**src/rtl/oneton_mbit_demux_pkg.sv**
```systemverilog
// Shared constants and helpers for the 1-to-N M-bit stream demultiplexer.
package oneton_demux_pkg;

   // Default width of the saturating illegal-select drop counter.
   localparam int DEFAULT_CNT_W = 16;

   // Width of the destination select field; never narrower than one bit,
   // so even a degenerate channel count still has a real select wire.
   function automatic int sel_w(input int n);
      int w;
      w = $clog2(n);
      if (w < 1) begin
         w = 1;
      end
      return w;
   endfunction

endpackage : oneton_demux_pkg

```
**src/rtl/oneton_mbit_demux_if.sv**
```systemverilog
// Bus bundle for the 1-to-N demultiplexer: one shared input stream, N
// independent output channels packed flat, plus illegal-select status.
//
// Handshake semantics (all streams in this bundle):
//   A beat transfers on a rising edge where valid && ready are both high.
//   valid never depends on ready; once raised it stays high with stable
//   data until the transfer. in_ready is combinational from in_sel and
//   out_ready (a deliberate out_ready -> in_ready timing path) and does not
//   depend on in_valid. Output channel i uses out_valid[i]/out_ready[i]
//   with data at out_data[(i+1)*M-1 : i*M].
interface oneton_mbit_demux_if
   import oneton_demux_pkg::*;
#(
   parameter int N     = 16,
   parameter int M     = 32,
   parameter int CNT_W = DEFAULT_CNT_W
);

   localparam int SEL_W = sel_w(N);

   logic             in_valid;
   logic             in_ready;
   logic [M-1:0]     in_data;
   logic [SEL_W-1:0] in_sel;
   logic [N-1:0]     out_valid;
   logic [N-1:0]     out_ready;
   logic [N*M-1:0]   out_data;
   logic             err_sel;
   logic [CNT_W-1:0] drop_cnt;

   // Producer plus consumers: drives the input beat and per-channel ready.
   modport master (
      output in_valid, in_data, in_sel, out_ready,
      input  in_ready, out_valid, out_data, err_sel, drop_cnt
   );

   // The demultiplexer itself.
   modport slave (
      input  in_valid, in_data, in_sel, out_ready,
      output in_ready, out_valid, out_data, err_sel, drop_cnt
   );

endinterface : oneton_mbit_demux_if

```
**src/rtl/oneton_mbit_demux_chan_slot.sv**
```systemverilog
// One-entry holding register for a single output channel. A push and a
// pop on the same edge keep the slot full with the new data, which lets a
// channel sustain one beat per cycle while its consumer stays ready.
module demux_chan_slot #(
   parameter int M = 32
) (
   input  logic         clk,
   input  logic         rst_n,
   input  logic         push,
   input  logic [M-1:0] push_data,
   input  logic         pop_ready,
   output logic         valid,
   output logic [M-1:0] data,
   output logic         can_accept
);

   logic         valid_q;
   logic         valid_d;
   logic [M-1:0] data_q;
   logic [M-1:0] data_d;
   logic         pop;

   // Next-state for occupancy and payload from the push/pop pair.
   always_comb begin
      valid_d = valid_q;
      data_d  = data_q;
      pop     = valid_q && pop_ready;
      if (push) begin
         // Covers push-only and push-with-pop: slot ends up full either way.
         valid_d = 1'b1;
         data_d  = push_data;
      end else if (pop) begin
         // Payload is left in place; consumers ignore it while valid is low.
         valid_d = 1'b0;
      end
   end

   // Slot state; reset discards any held beat.
   always_ff @(posedge clk or negedge rst_n) begin
      if (!rst_n) begin
         valid_q <= 1'b0;
         data_q  <= '0;
      end else begin
         valid_q <= valid_d;
         data_q  <= data_d;
      end
   end

   assign valid      = valid_q;
   assign data       = data_q;
   // Room for a new beat this cycle: empty, or the held beat leaves now.
   assign can_accept = !valid_q || pop_ready;

endmodule : demux_chan_slot

```
**src/rtl/oneton_mbit_demux.sv**
```systemverilog
// Registered 1-to-N M-bit stream demultiplexer. Each accepted beat is
// steered by in_sel into that channel's one-entry slot; a full channel
// only stalls beats aimed at it. Selects at or above N are drained
// immediately, flagged on err_sel for one cycle and counted in drop_cnt.
module oneton_mbit_demux
   import oneton_demux_pkg::*;
#(
   parameter int N     = 16,
   parameter int M     = 32,
   parameter int CNT_W = DEFAULT_CNT_W
) (
   input logic                clk,
   input logic                rst_n,
   oneton_mbit_demux_if.slave bus
);

   localparam int               SEL_W = sel_w(N);
   // Channel count widened by one bit so the legality compare works even
   // when N is an exact power of two.
   localparam logic [SEL_W:0]   N_LIM = (SEL_W + 1)'(N);

   logic             sel_ok;
   logic             ready_sel;
   logic             in_ready_c;
   logic             accept;
   logic [N-1:0]     push_vec;
   logic [N-1:0]     can_accept;
   logic [N-1:0]     slot_valid;
   logic [M-1:0]     slot_data [N];
   logic [N*M-1:0]   out_data_c;

   logic             err_sel_q;
   logic             err_sel_d;
   logic [CNT_W-1:0] drop_cnt_q;
   logic [CNT_W-1:0] drop_cnt_d;

   // Select legality: anything at or beyond N has no slot behind it.
   always_comb begin
      sel_ok = ({1'b0, bus.in_sel} < N_LIM);
   end

   // Input ready: the selected slot's room, or always ready for an illegal
   // select so bad beats drain. Held low while reset is asserted.
   always_comb begin
      ready_sel = 1'b1;
      for (int i = 0; i < N; i++) begin
         if (bus.in_sel == SEL_W'(i)) begin
            ready_sel = can_accept[i];
         end
      end
      in_ready_c = rst_n && ready_sel;
   end

   // Accept decode and one-hot push to the addressed slot.
   always_comb begin
      accept = bus.in_valid && in_ready_c;
      for (int i = 0; i < N; i++) begin
         push_vec[i] = accept && sel_ok && (bus.in_sel == SEL_W'(i));
      end
   end

   // Error pulse and saturating drop count for illegal-select beats.
   always_comb begin
      err_sel_d  = accept && !sel_ok;
      drop_cnt_d = drop_cnt_q;
      if (err_sel_d && (drop_cnt_q != {CNT_W{1'b1}})) begin
         drop_cnt_d = drop_cnt_q + CNT_W'(1);
      end
   end

   // Status registers; both clear immediately on reset.
   always_ff @(posedge clk or negedge rst_n) begin
      if (!rst_n) begin
         err_sel_q  <= 1'b0;
         drop_cnt_q <= '0;
      end else begin
         err_sel_q  <= err_sel_d;
         drop_cnt_q <= drop_cnt_d;
      end
   end

   // One holding slot per output channel.
   for (genvar g = 0; g < N; g++) begin : g_slot
      demux_chan_slot #(
         .M (M)
      ) u_slot (
         .clk        (clk),
         .rst_n      (rst_n),
         .push       (push_vec[g]),
         .push_data  (bus.in_data),
         .pop_ready  (bus.out_ready[g]),
         .valid      (slot_valid[g]),
         .data       (slot_data[g]),
         .can_accept (can_accept[g])
      );
   end

   // Pack slot payloads into the flat bus, channel i in slice i.
   always_comb begin
      out_data_c = '0;
      for (int i = 0; i < N; i++) begin
         out_data_c[i*M +: M] = slot_data[i];
      end
   end

   assign bus.in_ready  = in_ready_c;
   assign bus.out_valid = slot_valid;
   assign bus.out_data  = out_data_c;
   assign bus.err_sel   = err_sel_q;
   assign bus.drop_cnt  = drop_cnt_q;

endmodule : oneton_mbit_demux

```
**src/flat_wrapper.sv**
```systemverilog
// flat-port wrapper written by rule: the top's interface ports become plain ports
module oneton_mbit_demux_flat import oneton_demux_pkg::*;
#(
   parameter int N     = 16,
   parameter int M     = 32,
   parameter int CNT_W = DEFAULT_CNT_W
)
  (clk, rst_n, bus_in_valid, bus_in_data, bus_in_sel, bus_out_ready, bus_in_ready, bus_out_valid, bus_out_data, bus_err_sel, bus_drop_cnt);
  oneton_mbit_demux_if #(.N(N), .M(M), .CNT_W(CNT_W)) bus_i ();
  input logic clk;
  input logic rst_n;
  input wire logic [$bits(bus_i.in_valid)-1:0] bus_in_valid;
  input wire logic [$bits(bus_i.in_data)-1:0] bus_in_data;
  input wire logic [$bits(bus_i.in_sel)-1:0] bus_in_sel;
  input wire logic [$bits(bus_i.out_ready)-1:0] bus_out_ready;
  output wire logic [$bits(bus_i.in_ready)-1:0] bus_in_ready;
  output wire logic [$bits(bus_i.out_valid)-1:0] bus_out_valid;
  output wire logic [$bits(bus_i.out_data)-1:0] bus_out_data;
  output wire logic [$bits(bus_i.err_sel)-1:0] bus_err_sel;
  output wire logic [$bits(bus_i.drop_cnt)-1:0] bus_drop_cnt;
  assign bus_i.in_valid = bus_in_valid;
  assign bus_i.in_data = bus_in_data;
  assign bus_i.in_sel = bus_in_sel;
  assign bus_i.out_ready = bus_out_ready;
  assign bus_in_ready = bus_i.in_ready;
  assign bus_out_valid = bus_i.out_valid;
  assign bus_out_data = bus_i.out_data;
  assign bus_err_sel = bus_i.err_sel;
  assign bus_drop_cnt = bus_i.drop_cnt;
  oneton_mbit_demux #(.N(N), .M(M), .CNT_W(CNT_W)) u_core (.clk(clk), .rst_n(rst_n), .bus(bus_i));
endmodule
```
**config.mk**
```make
export PLATFORM = sky130hd
export DESIGN_NAME = oneton_mbit_demux_flat
export DESIGN_NICKNAME = d
export VERILOG_FILES = /design/src/rtl/oneton_mbit_demux_pkg.sv /design/src/rtl/oneton_mbit_demux_if.sv /design/src/rtl/oneton_mbit_demux_chan_slot.sv /design/src/rtl/oneton_mbit_demux.sv /design/src/flat_wrapper.sv
export SDC_FILE = /design/constraint.sdc
export NUM_CORES = 1
export LEC_CHECK = 0
export ABC_CLOCK_PERIOD_IN_PS = 3000
export BUFFER_PORTS_ARGS = -buffer_cell sky130_fd_sc_hd__buf_2
export CORE_AREA = 2 2 235 237
export CTS_CLUSTER_SIZE = 28
export DETAILED_ROUTE_END_ITERATION = 12
export DIE_AREA = 0 0 237 239
export GPL_TIMING_DRIVEN = 0
export PLACE_DENSITY = 0.67
export REMOVE_ABC_BUFFERS = 1
export SKIP_CTS_REPAIR_TIMING = 1
export SYNTH_ARGS = -nofsm -noshare
export SYNTH_HDL_FRONTEND = slang
export SYNTH_HIERARCHICAL = 1
export SYNTH_SLANG_ARGS = --single-unit
```
**constraint.sdc**
```tcl
create_clock -name clk -period 3 [get_ports clk]
set_input_delay 0.45 -clock clk [delete_from_list [all_inputs] [get_ports clk]]
set_output_delay 0.45 -clock clk [all_outputs]
set_load 0.02 [all_outputs]
```
# Word level (Yosys, flattened, before mapping)
# Cells that the tools add are included.
# W data, S select, Z words.
[totals]
mem_count = 0
ramBits = 0
ff_bits = 528
input_bits = 55
latch_bits = 0
elab_cells = 178
rom_bits = 0
out_inout_bits = 546
[classes]
n_mul = 0
magnitude_cmp = 0
eq_ne = 15
bitwise = 0
n_reduce_logical = 83
div_mod_pow = 0
muxes = 48
shifts = 0
add_sub_neg = 0
[ops]
columns = ["cell", "count"]
rows = [
  ["$mux W1", 48],
  ["$logic_and A1 B1 Y1", 34],
  ["$eq A4 B4 Y1 const B", 8],
  ["$reduce_bool A2 Y1", 16],
  ["$eq A4 B3 Y1 const B", 4],
  ["$logic_not A1 Y1", 16],
  ["$logic_or A1 B1 Y1", 16],
  ["$eq A4 B2 Y1 const B", 2],
  ["$eq A4 B1 Y1 const B", 1],
  ["$logic_not A4 Y1", 1],
]

# Logic depth before layout (Yosys ltp)
# Gate-level depths: netlist of the first run.
[logic_depth]
ltp_word = 22
depth_mapped = 10
ltp_nobuf = 7

# By module
# Netlist of the first run, hierarchy kept.
[modules_own_cells]
columns = ["mod", "instances", "cells_per_inst", "area_per_inst_um2", "seq_area_each_um2"]
rows = [
  ["demux_chan_slot", 16, 71, 1378.8, 825.8],
  ["oneton_mbit_demux", 1, 86, 669.4, 0.0],
]

# Least setup slack after synthesis of the first run
# OpenSTA, ideal clock, no wires.
[synth_timing]
path_kind = "input to register"
start = "input bus_in_sel[3]"
end = "register u_core.g_slot[1].u_slot.data_q[0]"
arrival_time_ns = 2.324
stages = 10
n_path_buf = 4
required_ns = 2.875
setup_ns = 0.125
slack_ns = 0.551
path_cell_list = "buf_2 -> nand2b_4 -> or3_1 -> o211ai_1 -> a22oi_2 -> buf_6 -> nor4_2 -> buf_6 -> buf_12 -> mux2_4"
[synth_between]
elab_chain_len = 20
word_cells_on_any_way = 35
classes_between = "eq/ne: 15; mux: 16; reduce/logical: 4"
[synth_lines]
columns = ["element", "line", "rtl"]
rows = [
  ["start, declared", "flat_wrapper.sv:14", "input wire logic [$bits(bus_i.in_sel)-1:0] bus_in_sel;"],
  ["$logic_not A4 Y1", "oneton_mbit_demux.sv:47", "if (bus.in_sel == SEL_W'(i)) begin"],
  ["$mux W1 (16 in series)", "oneton_mbit_demux.sv:47", ""],
  ["$logic_and A1 B1 Y1", "oneton_mbit_demux.sv:51", "in_ready_c = rst_n && ready_sel;"],
  ["$logic_and A1 B1 Y1", "oneton_mbit_demux.sv:56", "accept = bus.in_valid && in_ready_c;"],
  ["$logic_and A1 B1 Y1 (*)", "oneton_mbit_demux.sv:58", "push_vec[i] = accept && sel_ok && (bus.in_sel == SEL_W'(i));"],
  ["net u_core.push_vec[1]", "oneton_mbit_demux.sv:26", "logic [N-1:0] push_vec;"],
  ["end signal, assigned", "oneton_mbit_demux_chan_slot.sv:45", "data_q <= data_d;"],
  ["end, declared", "oneton_mbit_demux_chan_slot.sv:19", "logic [M-1:0] data_q;"],
]
# The timed path passes the listed nets; every way through them passes the cells marked *.
# A chain may end at the register's enable or synchronous reset.

# Worst setup path after layout of the first run
[layout_timing]
start = "register u_core.g_slot[1].u_slot.valid_q"
end = "output bus_in_ready"
[layout_between]
elab_chain_len = 18
[layout_lines]
columns = ["element", "line", "rtl"]
rows = [
  ["start, declared", "oneton_mbit_demux_chan_slot.sv:17", "logic valid_q;"],
  ["start signal, assigned", "oneton_mbit_demux_chan_slot.sv:44", "valid_q <= valid_d;"],
  ["$logic_not A1 Y1", "oneton_mbit_demux_chan_slot.sv:52", "assign can_accept = !valid_q || pop_ready;"],
  ["$logic_or A1 B1 Y1", "oneton_mbit_demux_chan_slot.sv:52", ""],
  ["net u_core.can_accept[1]", "oneton_mbit_demux.sv:27", "logic [N-1:0] can_accept;"],
  ["$mux W1 (15 in series)", "oneton_mbit_demux.sv:47", ""],
  ["$logic_and A1 B1 Y1", "oneton_mbit_demux.sv:51", ""],
  ["end, declared", "flat_wrapper.sv:16", "output wire logic [$bits(bus_i.in_ready)-1:0] bus_in_ready;"],
]
# The timed path passes the listed nets, and every way through them passes these cells.

==> flow_summary.yaml, run 1 <==
floorplanning:
  rows: 86
  die_w_um: 237
  initial_core_util: 0.418
  die_h_um: 239
  io_pins: 601
  core_sq_mm: 0.0543
  dieArea_sq_mm: 0.0566
power:
  p_switching_mw: 6.95
  power_frac_comb: 0.275
  p_leak_nw: 15.0
  sw_frac_of_total: 0.317
  p_per_area_mw_per_mm2: 762
  seqPwrFrac: 0.423
  p_int_mw: 15.0
  ir_worst_vdd_v: 0.000548
  power_mw: 21.9
  p_clk_frac: 0.302
cts:
  clock-sinks: 528
  cts_tree: "done"
  clockBufferDepth: 3
  clkTransAtPathRegs_ps: 60
  worstSkewPairLatency_ps: 590
  htreeDepth: 2
  cts_made_buffers: 55
  clock-root-buffer: "clkbuf_16"
setup_path:
  r2r_cells: 12
  required_ps: 2550
  r2r_start: "u_core/g_slot[1].u_slot/valid"
  cp-end-kind: "output pin"
  worstSetupStartpointType: "register"
  rrSetupSlack_ps: -140
  worstSetupPathType: "register to output pin"
  critPathMaxFanout: 7
  worst-endpoint-arrival_ps: 2710
  reg2reg_to: "u_core/g_slot[11].u_slot/data[9]"
cells_and_area:
  n_antenna_cell: 0
  syn2layout_area_growth_pct: 26.6
  post-route-util: 0.530
  nets: 1994
  drive_gt1_frac: 0.687
sta:
  maxSlewHeadroom: 0.471
  fin_tns_setup_ps: -4640
  layout_setup_ws_ps: -159
  timing.final.crit_share: 1.05
  hold_viol: 0
  worst_slew_pin_slew_ps: 790
  skew_ps: 13.1
  max_freq_mhz: 317
  setup_viol: 94
  report.final.slew_viol_count: 0
  fin_hold_ws_ps: 140
  period_needed_ps: 3160
placed_design:
  dp_hpwl_um: 44300
  place_ws_ps: -2010
  portBuffers: 583
  gp_congestion: 0.824
routing:
  routed_via_density: 4.97
  wl_per_cell_um: 23.8
  remaining_drc_errors: 0
  wirelength_um: 63800
  ant_nets: 0
  drtPass1Iterations: 5
  drtIter0Drc: 1059
  vias: 13349
yosys:
  synth_compound_area_frac: 0.00677
  synth_top_family_by_area: "multiplexers"
  synth_top_cell_by_area: "dfrtp_1"
  yosys_most_used_dff: "dfrtp_1"
  synthDistinctLibCells: 38
  synth_top_area_frac: 0.581
  async_flop_share: 1.00
  ys_ff_latch: 528
  synthMuxAreaShare: 0.331
  yosys.area_share.adder: 0
  yosysSeqAreaShare: 0.581
  yosys-top-cells-area: "dfrtp_1 58%, mux2_4 31%, buf_12 4.2%"
  synth-simple-area-share: 0.0225
  syn_inst: 1222
  netlist_area_sq_mm: 0.0227
  yosysWarnings: 6
  netlist_top_cells_count: "528 x dfrtp_1, 464 x mux2_4, 48 x buf_12, 48 x mux2_2, 33 x nand2b_1"
  synthXorXnorAreaFrac: 0
  synth.most_common_cell: "dfrtp_1"
  synth_edf_count: 0
  avgSynthCellArea_sq_um: 18.6
global_routing:
  antenna_found_initial: 0
  grt_max_degree: 128
  gr-total-overflow: 0
  grt_pass1_vias: 13626
  grt_pass1_wl_um: 91500
  track_usage: 0.212
outcome:
  status: "finished, violations left"
  violations: "negative setup slack"
min_path:
  min_to: "u_core/g_slot[9].u_slot/valid"
  min_path_cells: 3
  hold_class: "primary input to register"
  hold_start: "bus_out_ready[9]"
job:
  cap_viol_max_count: 0
## placed cells by master, fill, tap and decap left out, types with 3 or more instances in the layout
master       n
buf_6       39
clkbuf_8    14
buf_12       7
clkbuf_1    11
buf_2      581
clkinv_2    13
mux2_2      48
nor4_4      13
nand2b_1    33
buf_4       85
nand2_1      5
dfrtp_1    528
buf_8        9
mux2_4     464
clkbuf_16   56
inv_1        3
conb_1      17
buf_16       7
nor2_1       3
or3_1        3
## power by group through the flow
stage	combinational, mW	sequential [mW]	clock, mW
6_report	6.03	9.29	6.63
3_3_place_gp	5.91	9.31	0
3_5_place_dp	5.99	9.35	0
4_1_cts	6.00	9.28	6.77
5_1_grt	6.30	9.44	7.08
2_1_floorplan	1.98	11.0	0
## through the flow
stage,std cells,cell area (sq um)
6_report,2684,28800
5_1_grt,2684,28800
4_1_cts,2620,28100
3_5_place_dp,2522,26400
3_3_place_gp,2438,25300
2_1_floorplan,1151,21500
## cell families (layout without fill, tap and decap cells)
| family | after synthesis | count (layout) |
|---|---|---|
| buf+inv | 91 | 833 |
| simple gates | 74 | 74 |
| mux | 513 | 513 |
| compound gates | 15 | 15 |
| other cells | 1 | 17 |
| flops | 528 | 528 |
## critical path, stage by stage, from the launching register on
cell and delay [ps]:
dfrtp_1 350, nand2b_1 80, a211o_1 280, a211oi_2 320
o32ai_2 190, a22oi_2 480, buf_4 210, a21oi_2 50
buf_4 160
## sequential cells by signal, indices dropped and copies added, names as in the netlist
| name | cells |
|---|---|
| u_core/g_slot.u_slot/data | 512 |
| u_core/g_slot.u_slot/valid | 16 |
## worst max-delay path by stage
stage / startpoint / end / slack [ps] / cells after the start
global placement: rst_n / u_core/g_slot[11].u_slot/data[29] / -21600 / 4
finish: u_core/g_slot[1].u_slot/valid / bus_in_ready / -160 / 8
global route: u_core/g_slot[1].u_slot/valid / bus_in_ready / -230 / 8
CTS: rst_n / u_core/g_slot[9].u_slot/data[9] / -1380 / 9
detailed placement: rst_n / u_core/g_slot[10].u_slot/data[29] / -2010 / 9
floorplan: bus_out_ready[11] / u_core/g_slot[10].u_slot/data[27] / -3970 / 7
## per-layer routing
layer | share of wire | global-route usage | wire length [um] | up-vias
met4 | 0.025 | 0.0627 | 1620 | 0
met5 | 0 | 0 | 0 | -
met2 | 0.48 | 0.335 | 30400 | 507
li1 | - | - | - | 5677
met3 | 0.071 | 0.0559 | 4510 | 114
met1 | 0.43 | 0.289 | 27300 | 7051
## final cells by class
class                   count  area, sq um
flip-flops and latches    528        13200
clock inverters            18          128
clock buffers              80         1610
inverters                   4         15.0
multi-input cells         619         8440
well taps                 704          881
fillers                  4324        25600
repair buffers            731         4500
(Power assumes the default switching activity.)
==> run 2, diff against run 1 <==
Settings changed: ABC_CLOCK_PERIOD_IN_PS 3000 to 3300, CORE_AREA 2 2 235 237 to 3 3 236 238, DIE_AREA 0 0 237 239 to 0 0 239 241.
Clock period 3 ns to 3.3 ns, I/O delays scaled along.
==> flow_summary.yaml, run 2 (synthesized netlist as in run 1, its figures left out) <==
setup_path:
  reg2reg_to: "u_core/g_slot[10].u_slot/data[30]"
  critPathMaxFanout: 6
  r2r_start: "u_core/g_slot[11].u_slot/valid"
  required_ps: 3760
  cp-end-kind: "register"
  worstSetupStartpointType: "register"
  r2r_cells: 11
  rrSetupSlack_ps: 20
  worstSetupPathType: "register to register"
  worst-endpoint-arrival_ps: 3740
placed_design:
  gp_congestion: 0.819
  portBuffers: 583
  place_ws_ps: -1510
  dp_cells: 2515
  dp_hpwl_um: 46300
cts:
  clock-sinks: 528
  worstSkewPairLatency_ps: 590
  clkTransAtPathRegs_ps: 60
  clock-root-buffer: "clkbuf_16"
  clockBufferDepth: 3
  cts_made_buffers: 56
  htreeDepth: 2
  cts_tree: "done"
sta:
  report.final.slew_viol_count: 0
  period_needed_ps: 3280
  rsz0062_at_grt: "yes"
  fin_hold_ws_ps: 198
  worst_slew_pin_slew_ps: 891
  timing.final.crit_share: 0.993
  layout_setup_ws_ps: 24.6
  setup_viol: 0
  skew_ps: 13.7
  max_freq_mhz: 305
  hold_viol: 0
  maxSlewHeadroom: 0.403
floorplanning:
  die_h_um: 241
  dieArea_sq_mm: 0.0576
  io_pins: 601
  core_sq_mm: 0.0538
  rows: 85
  die_w_um: 239
  initial_core_util: 0.422
global_routing:
  track_usage: 0.214
  grt_pass1_wl_um: 93600
  grt_pass1_vias: 13896
  antenna_found_initial: 0
  grt_max_degree: 126
  gr-total-overflow: 0
cells_and_area:
  mostFrequentLayoutCells: "582 x buf_2, 528 x dfrtp_1, 464 x mux2_4"
  drive_gt1_frac: 0.679
  nets: 1964
  post-route-util: 0.530
  n_antenna_cell: 0
  syn2layout_area_growth_pct: 25.5
  layout.cells.non_filler: 2651
  fillers: 4388
  largest_reg_flops: 512
  final_common_cell: "buf_2"
power:
  power_mw: 20.1
  p_leak_nw: 14.8
  p_per_area_mw_per_mm2: 703
  ir_worst_vdd_v: 0.000402
routing:
  ant_nets: 0
  drtIter0Drc: 728
  wl_per_cell_um: 24.4
  drtPass1Iterations: 4
  vias: 13184
  remaining_drc_errors: 0
  wirelength_um: 64800
  routed_via_density: 4.97
min_path:
  min_to: "u_core/g_slot[5].u_slot/valid"
  hold_class: "primary input to register"
  hold_start: "bus_out_ready[5]"
  min_path_cells: 3
job:
  cap_viol_max_count: 0
outcome:
  status: "finished, final reports clean"
==> run 2: area by class of cell <==
class	count	area, sq um	area share
Clock buffer	84	1660	0.0581
Tap cell	696	871	0.0305
Clock inverter	20	145	0.00509
Sequential cell	528	13200	0.463
Inverter	4	15.0	0.000526
Multi-Input combinational cell	619	8410	0.295
Timing Repair Buffer	700	4220	0.148
==> run 2: worst max-delay path by stage <==
stage	from	end	slack, ps	cells past startpoint
global route	u_core/g_slot[11].u_slot/valid	u_core/g_slot[10].u_slot/data[30]	-80	11
detailed placement	rst_n	u_core/g_slot[12].u_slot/data[5]	-1510	7
finish	u_core/g_slot[11].u_slot/valid	u_core/g_slot[10].u_slot/data[30]	20	11
global placement	rst_n	u_core/g_slot[13].u_slot/data[27]	-22400	4
CTS	rst_n	u_core/g_slot[12].u_slot/data[26]	-870	7
floorplan	bus_out_ready[11]	u_core/g_slot[10].u_slot/data[27]	-3710	7
==> run 2: report_power, final <==
part | switching (mW) | leakage [nW] | internal, mW
Clock | 2.59 | 0.896 | 3.55
Sequential | 0.732 | 6.83 | 7.72
Combinational | 3.03 | 7.09 | 2.44
==> run 2: critical path, stage by stage (launching register included) <==
cell,delay [ps]
dfrtp_1,390
nand2b_1,160
and2_1,200
a2111oi_4,70
nor3_1,390
a22oi_2,250
nor4_2,520
buf_4,280
buf_4,190
buf_4,180
buf_4,190
mux2_4,310
==> run 2: layer usage <==
metal,GRT usage,share of wire,vias up
met3,0.0505,0.068,109
met5,0,0,-
met1,0.282,0.42,6922
met4,0.0636,0.027,0
met2,0.355,0.49,525
li1,-,-,5628
==> run 2: stage by stage <==
step	TNS, ps	cell area (sq um)
floorplan	-1035220	21500
global placement	-	25300
detailed placement	-525950	26400
CTS	-197370	28200
global route	-1330	28500
finish	0	28500
